**config.mk**
```make
export PLATFORM = sky130hd
export DESIGN_NAME = bram_port_arbiter
export DESIGN_NICKNAME = d
export VERILOG_FILES = /design/src/rtl/bram_port_arbiter.sv
export SDC_FILE = /design/constraint.sdc
export NUM_CORES = 1
export LEC_CHECK = 0
export ABC_AREA = 1
export CAP_MARGIN = 20
export CORE_ASPECT_RATIO = 0.6
export CORE_UTILIZATION = 41
export DETAILED_ROUTE_END_ITERATION = 16
export PLACE_DENSITY = 0.8
export REMOVE_ABC_BUFFERS = 1
export SYNTH_ARGS = -nofsm -noshare
export SYNTH_HDL_FRONTEND = slang
export SYNTH_SLANG_ARGS = --single-unit
```
**constraint.sdc**
```tcl
create_clock -name clk -period 2.55 [get_ports clk]
set_clock_uncertainty 0.05 [all_clocks]
set_input_delay 0.765 -clock clk [delete_from_list [all_inputs] [get_ports clk]]
set_output_delay 0.765 -clock clk [all_outputs]
set_load 0.02 [all_outputs]
```
**src/rtl/bram_port_arbiter.sv**
```systemverilog
`default_nettype none
// ============================================================================
// Module      : bram_port_arbiter
// Description : Shares one single-port BRAM between two requesters (A, B).
//               Round-robin arbitration with a per-owner burst limit, fully
//               registered BRAM drive, and read data returned to the issuing
//               requester through a tag pipeline matched to the BRAM latency.
// Revision    : 1.0 - initial release
// ----------------------------------------------------------------------------
// Ports
//   clk                    single clock, rising edge
//   rstn                   asynchronous active-low reset
//   i_X_Req/Wr/Addr/WData  requester X transfer request (X = A, B)
//   o_X_Gnt                combinational grant; transfer on edge with Req&Gnt
//   o_X_RValid/RData       one-cycle read return strobe and data
//   o_Addr/EN/WEN/WData    registered BRAM controls
//   i_RData                BRAM read data, RD_LAT cycles after sampling edge
// ============================================================================
module bram_port_arbiter #(
    parameter int ADDR_SIZE = 16,
    parameter int DATA_SIZE = 32,
    parameter int WEN_SIZE  = 4,
    parameter int RD_LAT    = 2,
    parameter int MAX_BURST = 8
) (
    input  logic                 clk,
    input  logic                 rstn,
    input  logic                 i_A_Req,
    input  logic                 i_A_Wr,
    input  logic [ADDR_SIZE-1:0] i_A_Addr,
    input  logic [DATA_SIZE-1:0] i_A_WData,
    input  logic                 i_B_Req,
    input  logic                 i_B_Wr,
    input  logic [ADDR_SIZE-1:0] i_B_Addr,
    input  logic [DATA_SIZE-1:0] i_B_WData,
    output logic                 o_A_Gnt,
    output logic                 o_B_Gnt,
    output logic                 o_A_RValid,
    output logic [DATA_SIZE-1:0] o_A_RData,
    output logic                 o_B_RValid,
    output logic [DATA_SIZE-1:0] o_B_RData,
    output logic [ADDR_SIZE-1:0] o_Addr,
    output logic                 o_EN,
    output logic [WEN_SIZE-1:0]  o_WEN,
    output logic [DATA_SIZE-1:0] o_WData,
    input  logic [DATA_SIZE-1:0] i_RData
);

    localparam logic [7:0] c_MAX_BURST = 8'(MAX_BURST);
    localparam logic       c_REQ_A     = 1'b0;
    localparam logic       c_REQ_B     = 1'b1;

    // Arbitration state
    logic                 r_Last;
    logic                 r_Owner_Valid;
    logic [7:0]           r_Burst;

    // Tag pipeline: stage k holds the tag of the read accepted k edges ago
    logic [RD_LAT:0]      r_Tag_V;
    logic [RD_LAT:0]      r_Tag_R;

    // Registered outputs
    logic [ADDR_SIZE-1:0] r_Addr;
    logic                 r_EN;
    logic [WEN_SIZE-1:0]  r_WEN;
    logic [DATA_SIZE-1:0] r_WData;
    logic                 r_A_RValid;
    logic [DATA_SIZE-1:0] r_A_RData;
    logic                 r_B_RValid;
    logic [DATA_SIZE-1:0] r_B_RData;

    logic                 w_Gnt_A;
    logic                 w_Gnt_B;
    logic                 w_Accept;
    logic                 w_Sel;
    logic                 w_Wr;
    logic [ADDR_SIZE-1:0] w_Addr;
    logic [DATA_SIZE-1:0] w_WData;
    logic                 w_Same_Owner;

    // Grant: a lone request wins; on a tie the current owner keeps the port
    // until its burst budget is used up, otherwise the other side gets it.
    always_comb begin
        w_Gnt_A = 1'b0;
        w_Gnt_B = 1'b0;
        if (rstn) begin
            if (i_A_Req && !i_B_Req) begin
                w_Gnt_A = 1'b1;
            end else if (!i_A_Req && i_B_Req) begin
                w_Gnt_B = 1'b1;
            end else if (i_A_Req && i_B_Req) begin
                if (r_Owner_Valid && (r_Burst < c_MAX_BURST)) begin
                    w_Gnt_A = (r_Last == c_REQ_A);
                    w_Gnt_B = (r_Last == c_REQ_B);
                end else begin
                    w_Gnt_A = (r_Last == c_REQ_B);
                    w_Gnt_B = (r_Last == c_REQ_A);
                end
            end
        end
    end

    assign w_Accept     = w_Gnt_A | w_Gnt_B;
    assign w_Sel        = w_Gnt_B;
    assign w_Wr         = w_Sel ? i_B_Wr    : i_A_Wr;
    assign w_Addr       = w_Sel ? i_B_Addr  : i_A_Addr;
    assign w_WData      = w_Sel ? i_B_WData : i_A_WData;
    assign w_Same_Owner = r_Owner_Valid && (r_Last == w_Sel);

    always_ff @(posedge clk or negedge rstn) begin
        if (!rstn) begin
            r_Last        <= c_REQ_B;   // A wins the first tie
            r_Owner_Valid <= 1'b0;
            r_Burst       <= 8'd0;
            r_Tag_V       <= '0;
            r_Tag_R       <= '0;
            r_Addr        <= '0;
            r_EN          <= 1'b0;
            r_WEN         <= '0;
            r_WData       <= '0;
            r_A_RValid    <= 1'b0;
            r_A_RData     <= '0;
            r_B_RValid    <= 1'b0;
            r_B_RData     <= '0;
        end else begin
            if (w_Accept) begin
                r_EN          <= 1'b1;
                r_Addr        <= w_Addr;
                r_WData       <= w_WData;
                r_WEN         <= {WEN_SIZE{w_Wr}};
                r_Last        <= w_Sel;
                r_Owner_Valid <= 1'b1;
                if (w_Same_Owner) begin
                    // Saturate: an unopposed owner may run past the limit
                    if (r_Burst < c_MAX_BURST) begin
                        r_Burst <= r_Burst + 8'd1;
                    end
                end else begin
                    r_Burst <= 8'd1;
                end
            end else begin
                r_EN          <= 1'b0;
                r_WEN         <= '0;
                r_Owner_Valid <= 1'b0;
                r_Burst       <= 8'd0;
            end

            r_Tag_V <= {r_Tag_V[RD_LAT-1:0], (w_Accept & ~w_Wr)};
            r_Tag_R <= {r_Tag_R[RD_LAT-1:0], w_Sel};

            // Stage RD_LAT lines up with the BRAM data on i_RData
            r_A_RValid <= 1'b0;
            r_B_RValid <= 1'b0;
            if (r_Tag_V[RD_LAT]) begin
                if (r_Tag_R[RD_LAT] == c_REQ_B) begin
                    r_B_RValid <= 1'b1;
                    r_B_RData  <= i_RData;
                end else begin
                    r_A_RValid <= 1'b1;
                    r_A_RData  <= i_RData;
                end
            end
        end
    end

    assign o_A_Gnt    = w_Gnt_A;
    assign o_B_Gnt    = w_Gnt_B;
    assign o_Addr     = r_Addr;
    assign o_EN       = r_EN;
    assign o_WEN      = r_WEN;
    assign o_WData    = r_WData;
    assign o_A_RValid = r_A_RValid;
    assign o_A_RData  = r_A_RData;
    assign o_B_RValid = r_B_RValid;
    assign o_B_RData  = r_B_RData;

endmodule
`default_nettype wire

```
Word-level counts from Yosys, hierarchy flattened

Index checks and enable logic that the tools add are counted.

Bits of input ports: 134
Bits in registers: 134
Output and inout port bits: 121
Word-level logic and storage cells: 52

Equality and inequality tests: 2
$add $sub $neg: 1
Order comparisons: 1
Reductions and logical operators: 9
Bitwise operators: 5
Multiplexer cells: 22

Operator list:

| kind                                                                 | number |
|---|---|
| 32-bit two-way mux                                                   | 1 |
| 8-bit two-way mux                                                    | 3 |
| 1-bit two-way mux                                                    | 16 |
| 16-bit two-way mux                                                   | 1 |
| 8-bit by 1-bit adder with 8-bit output, second input constant        | 1 |
| 8-bit by 4-bit < comparator with 1-bit output, second input constant | 1 |
| 1-bit logical AND                                                    | 5 |
| 4-bit two-way mux                                                    | 1 |
| 2-bit AND reduction                                                  | 2 |
| 3-bit by 2-bit != test with 1-bit output, second input constant      | 1 |
| 1-bit inverter                                                       | 3 |
| 1-bit logical NOT                                                    | 2 |
| 1-bit bitwise AND                                                    | 1 |
| 1-bit == test                                                        | 1 |
| 1-bit OR                                                             | 1 |

Longest topological paths before layout

Gate-level depths: netlist of run 1.

Depth in word-level cells: 11
Gate-level depth with buffers: 13
Gate-level depth less buffers: 12

Worst setup path before layout of run 1

OpenSTA, ideal clock, no wires.

Path kind: register to output
Start point: register r_Burst[5]
End point: output port o_A_Gnt
Path slack: 0.396 ns
Path buffers: 1
Arrival time: 1.339 ns
Cell stages (with the launch flop): 11
Data required time: 1.735 ns
Cell sequence: dfrtp_1 -> nor2_1 -> nand2_1 -> nor2_4 -> nand3_2 -> nand2_2 -> inv_1 -> nand2_1 -> nand2_1 -> buf_2 -> inv_1

Cells in the longest elaborated chain, start to end: 7

RTL lines:

| element                                       | line | source |
|---|---|---|
| start: declaration                            | 56   | `logic [7:0] r_Burst;` |
| start signal: assignment                      | 136  | `r_Burst <= r_Burst + 8'd1;` |
| 8-bit by 4-bit < comparator with 1-bit output | 92   | `if (r_Owner_Valid && (r_Burst < c_MAX_BURST)) begin` |
| 1-bit logical AND                             | 92   |  |
| 1-bit two-way mux                             | 92   |  |
| 1-bit two-way mux                             | 91   | `end else if (i_A_Req && i_B_Req) begin` |
| 1-bit two-way mux                             | 89   | `end else if (!i_A_Req && i_B_Req) begin` |
| 1-bit two-way mux                             | 87   | `if (i_A_Req && !i_B_Req) begin` |
| 1-bit two-way mux                             | 86   | `if (rstn) begin` |
| end: declaration                              | 36   | `output logic o_A_Gnt,` |

No other way between the ends.

Final worst setup path of run 1

Start point: input port i_A_Req
End point: output port o_B_Gnt

Cells in the longest elaborated chain, start to end: 5
Elaborated cells between the ends (all ways): 8
Classes of those cells: mux (4); reduce/logical (4)

RTL lines:

| element                                                | line   | source |
|---|---|---|
| start: declaration                                     | 28     | `input logic i_A_Req,` |
| 1-bit logical AND or 1-bit logical NOT (tied branches) | 91, 89 |  |
| 1-bit two-way mux or 1-bit logical AND (tied branches) | 91, 89 |  |
| 1-bit two-way mux                                      | 89     |  |
| 1-bit two-way mux (*)                                  | 87     |  |
| 1-bit two-way mux (*)                                  | 86     |  |
| end: declaration                                       | 37     | `output logic o_B_Gnt,` |

Mark *: on every way between the ends. The rest lies on a longest branch, timed or not.

==> flow_summary.json, run 1 <==
{
  "fp.dieArea_um2": 13700,
  "power_frac_comb": 0.297,
  "synth-seq-cells": 131,
  "ys_warn_count": 0,
  "relSlewSlack": 0.527,
  "critPathLaunch": "i_A_Req",
  "synth_ff_type": "dfrtp_1",
  "core_um2": 12900,
  "finalHoldViolations": 0,
  "rows": 32,
  "synth-seq-area-share": 0.605,
  "clk_pin_slew_worst_paths_ns": 0.06,
  "r2r-start": "r_Burst[5]",
  "place.gp.congestion": 0.802,
  "cts_buffers": 17,
  "fp.dieH_um": 91.1,
  "power.internal_mw": 4.89,
  "critPathLaunchType": "primary input",
  "netSwitchingPower_mw": 2.27,
  "leakage_nw": 4.25,
  "cts-root-buf": "clkbuf_16",
  "wl_per_cell_um": 13.8,
  "grt_pass1_wl_mm": 24.1,
  "nFillCells": 1019,
  "powerDensity_nw_per_um2": 821,
  "critical-path-top-delay-family": "buffers and inverters",
  "synthCells": 635,
  "routed_wl_mm": 14.8,
  "first_iter_violations": 149,
  "fin_ws_ns": 0.0491,
  "synth_top_area_cell": "dfrtp_1",
  "cts_max_level": 4,
  "hold_start": "r_Tag_R[1]",
  "run_status": "finished, final reports clean",
  "final-setup-viol-count": 0,
  "drive_gt1_frac": 0.0710,
  "clock_sinks": 131,
  "finalCoreUtilization": 0.679,
  "multi_input_area_um2": 1770,
  "synth_top_area_frac": 0.600,
  "worst-setup-path-type": "primary input to primary output",
  "overflow": 0,
  "synth_area_um2": 5420,
  "fin_cells": 1072,
  "path_buf_inv": 4,
  "whs_ns": 0.296,
  "crit_path_max_fanout": 3,
  "regArea_um2": 3280,
  "cts_max_path_buffers": 2,
  "vias": 4934,
  "n_antenna_cell": 0,
  "maxCapViolCount": 0,
  "ys_top_cells_by_area": "dfrtp_1 60%, nand2_1 20%, o21ai_0 6.1%",
  "routed_via_density": 4.60,
  "synth_edf_count": 0,
  "avgSynthCellArea_um2": 8.54,
  "end_kind": "primary output",
  "ys_types": 28,
  "grt_pass1_vias": 4882,
  "grt_use_total": 0.226,
  "async_flop_share": 1.00,
  "tightest_slew_ns": 0.709,
  "dp_cells": 1040,
  "drt_pass1_iterations": 4,
  "seqPwrFrac": 0.376,
  "critPathSlowestCell": "clkdlybuf4s50_1",
  "critPathMaxStageDelay_ns": 0.47,
  "clock_latency_ns": 0.40,
  "drc": 0,
  "crit_chain": "clkdlybuf4s50_1, buf_4, nand2_2, nand2_4, inv_6, buf_6",
  "io_pins": 255,
  "hold_class": "flop to flop",
  "worstPathArrival_ns": 1.69,
  "antenna_found_initial": 0,
  "initial_core_util": 0.422,
  "dp_hpwl_mm": 10.6,
  "die_x_um": 150,
  "ir_worst_vdd_mv": 0.403,
  "cts_tree": "yes",
  "ant_nets": 0,
  "drv_slew": 0,
  "power_frac_clock": 0.327,
  "fmax_ghz": 0.400,
  "crit_required_ns": 1.74,
  "min_period_ns": 2.50,
  "switching_share": 0.318,
  "port_buffers": 254,
  "pre_cts_ws_ns": -0.302,
  "syn2layout_area_growth_pct": 60.8,
  "nNetsFinal": 1024,
  "min_period_over_period": 0.981,
  "rsz0062_at_grt": "no",
  "grt_max_degree": 58
}
## cell type report
class | count | share of cell area
inverter | 51 | 0.0225
clock buffer | 18 | 0.0492
sequential | 131 | 0.376
timing repair buffer | 269 | 0.309
tap | 170 | 0.0244
clock inverter | 14 | 0.0162
multi-input combinational | 419 | 0.203
## kinds of logic (layout without fill, tap and decap cells)
family,Yosys count,after routing,synth area share
AOI/OAI and AO/OA,82,82,0.0798
xor gates and xnor gates,2,2,0.00323
adders and majority gates,1,1,0.00231
buffers and inverters,85,352,0.0706
DFF,131,131,0.605
muxes,1,1,0.00208
and+or+nand+nor,333,333,0.237
## metrics by stage
step           cell area [µm²]  power, mW  setup TNS, ns
2_1_floorplan             5240       3.62        -142.22
3_3_place_gp              8150       4.82         -0.340
3_5_place_dp              8150       4.86         -0.353
4_1_cts                   8720       7.23              0
5_1_grt                   8720       7.52              0
6_report                  8720       7.16              0
## cells in the mapped netlist (2+ instances only)
library cell	count
buf_2	2
buf_4	7
buf_6	4
clkbuf_1	21
dfrtp_1	130
inv_1	48
nand2_1	287
nand2_2	3
nand3_1	2
nor2_1	36
o21ai_0	66
o22ai_1	13
## what timing repair did
item	CTS	global route
resized for setup	6	2
endpoints found under the setup margin	2	2
hold buffers	0	0
setup buffers	0	0
## power by group through the flow
stage | clock (mW) | sequential, mW | combinational, mW
2_1_floorplan | 0 | 3.20 | 0.423
3_3_place_gp | 0 | 2.71 | 2.11
3_5_place_dp | 0 | 2.72 | 2.14
4_1_cts | 2.39 | 2.69 | 2.15
5_1_grt | 2.49 | 2.74 | 2.29
6_report | 2.34 | 2.69 | 2.12
## layer usage
metal | wire length [µm] | vias to the layer above | share of wire | track usage
met5 | 0 | - | 0 | 0
met4 | 163 | 0 | 0.011 | 0.0589
met3 | 1170 | 13 | 0.079 | 0.0698
met2 | 6710 | 170 | 0.45 | 0.363
met1 | 6720 | 2285 | 0.46 | 0.296
li1 | - | 2466 | - | -
## worst paths after layout
check / to / slack (ns) / cells after the start
setup / recovery: o_B_Gnt / 0.05 / 6
hold / removal: r_Tag_R[2] / 0.30 / 0
setup reg to reg: r_Burst[5] / 0.69 / 11
hold reg to reg: r_Tag_R[2] / 0.30 / 0
max in group asynchronous: o_B_RData[6] / 0.92 / 3
min in group asynchronous: o_WData[24] / 0.41 / 2
## flip-flops by register name, summed over array words and instances (netlist names), 3 cells and up
name and flops:
o_A_RData 32, o_Addr 16, o_B_RData 32, o_WData 32
r_Burst 8, r_Tag_R 3, r_Tag_V 3
## layout by cell type (no fill, tap or decap), types with 2 or more instances in the layout
cell and n:
inv_2 2, o22ai_1 13, clkbuf_16 17, nand3_1 2, buf_12 3, nor2_2 2
nand2_1 286, nand2_2 4, clkdlybuf4s50_1 250, clkinvlp_4 4, nor2_1 35, buf_6 2
inv_6 8, buf_4 12, o21ai_0 65, inv_1 47, dfrtp_1 130
## worst reg2reg max path, cell delays in order, from the launching register on
cell and delay (ns):
dfrtp_1 0.39, nor2_2 0.13, nand2_1 0.09, nor2_4 0.11
nand3_2 0.07, nand2_2 0.08, nand2_2 0.07, nand2_4 0.09
buf_12 0.23, nand2_1 0.11, nand3_1 0.23, nor2_1 0.08
Power figures use the tool's default switching activity.
==> run 2: changes to the inputs <==
--- a/config.mk
+++ b/config.mk
@@ -6,6 +6,7 @@
 export NUM_CORES = 1
 export LEC_CHECK = 0
 export ABC_AREA = 1
+export ABC_CLOCK_PERIOD_IN_PS = 2550
 export CAP_MARGIN = 20
 export CORE_ASPECT_RATIO = 0.6
 export CORE_UTILIZATION = 41
==> results of run 2 <==
Same layout as run 1: the final DEF is identical, and so are final timing and power.
==> run 3: changes to the inputs <==
--- a/config.mk
+++ b/config.mk
@@ -13,6 +13,7 @@
 export DETAILED_ROUTE_END_ITERATION = 16
 export PLACE_DENSITY = 0.8
 export REMOVE_ABC_BUFFERS = 1
+export SLEW_MARGIN = 0
 export SYNTH_ARGS = -nofsm -noshare
 export SYNTH_HDL_FRONTEND = slang
 export SYNTH_SLANG_ARGS = --single-unit
==> results of run 3 <==
Same layout as run 1: the final DEF is identical, and so are final timing and power.
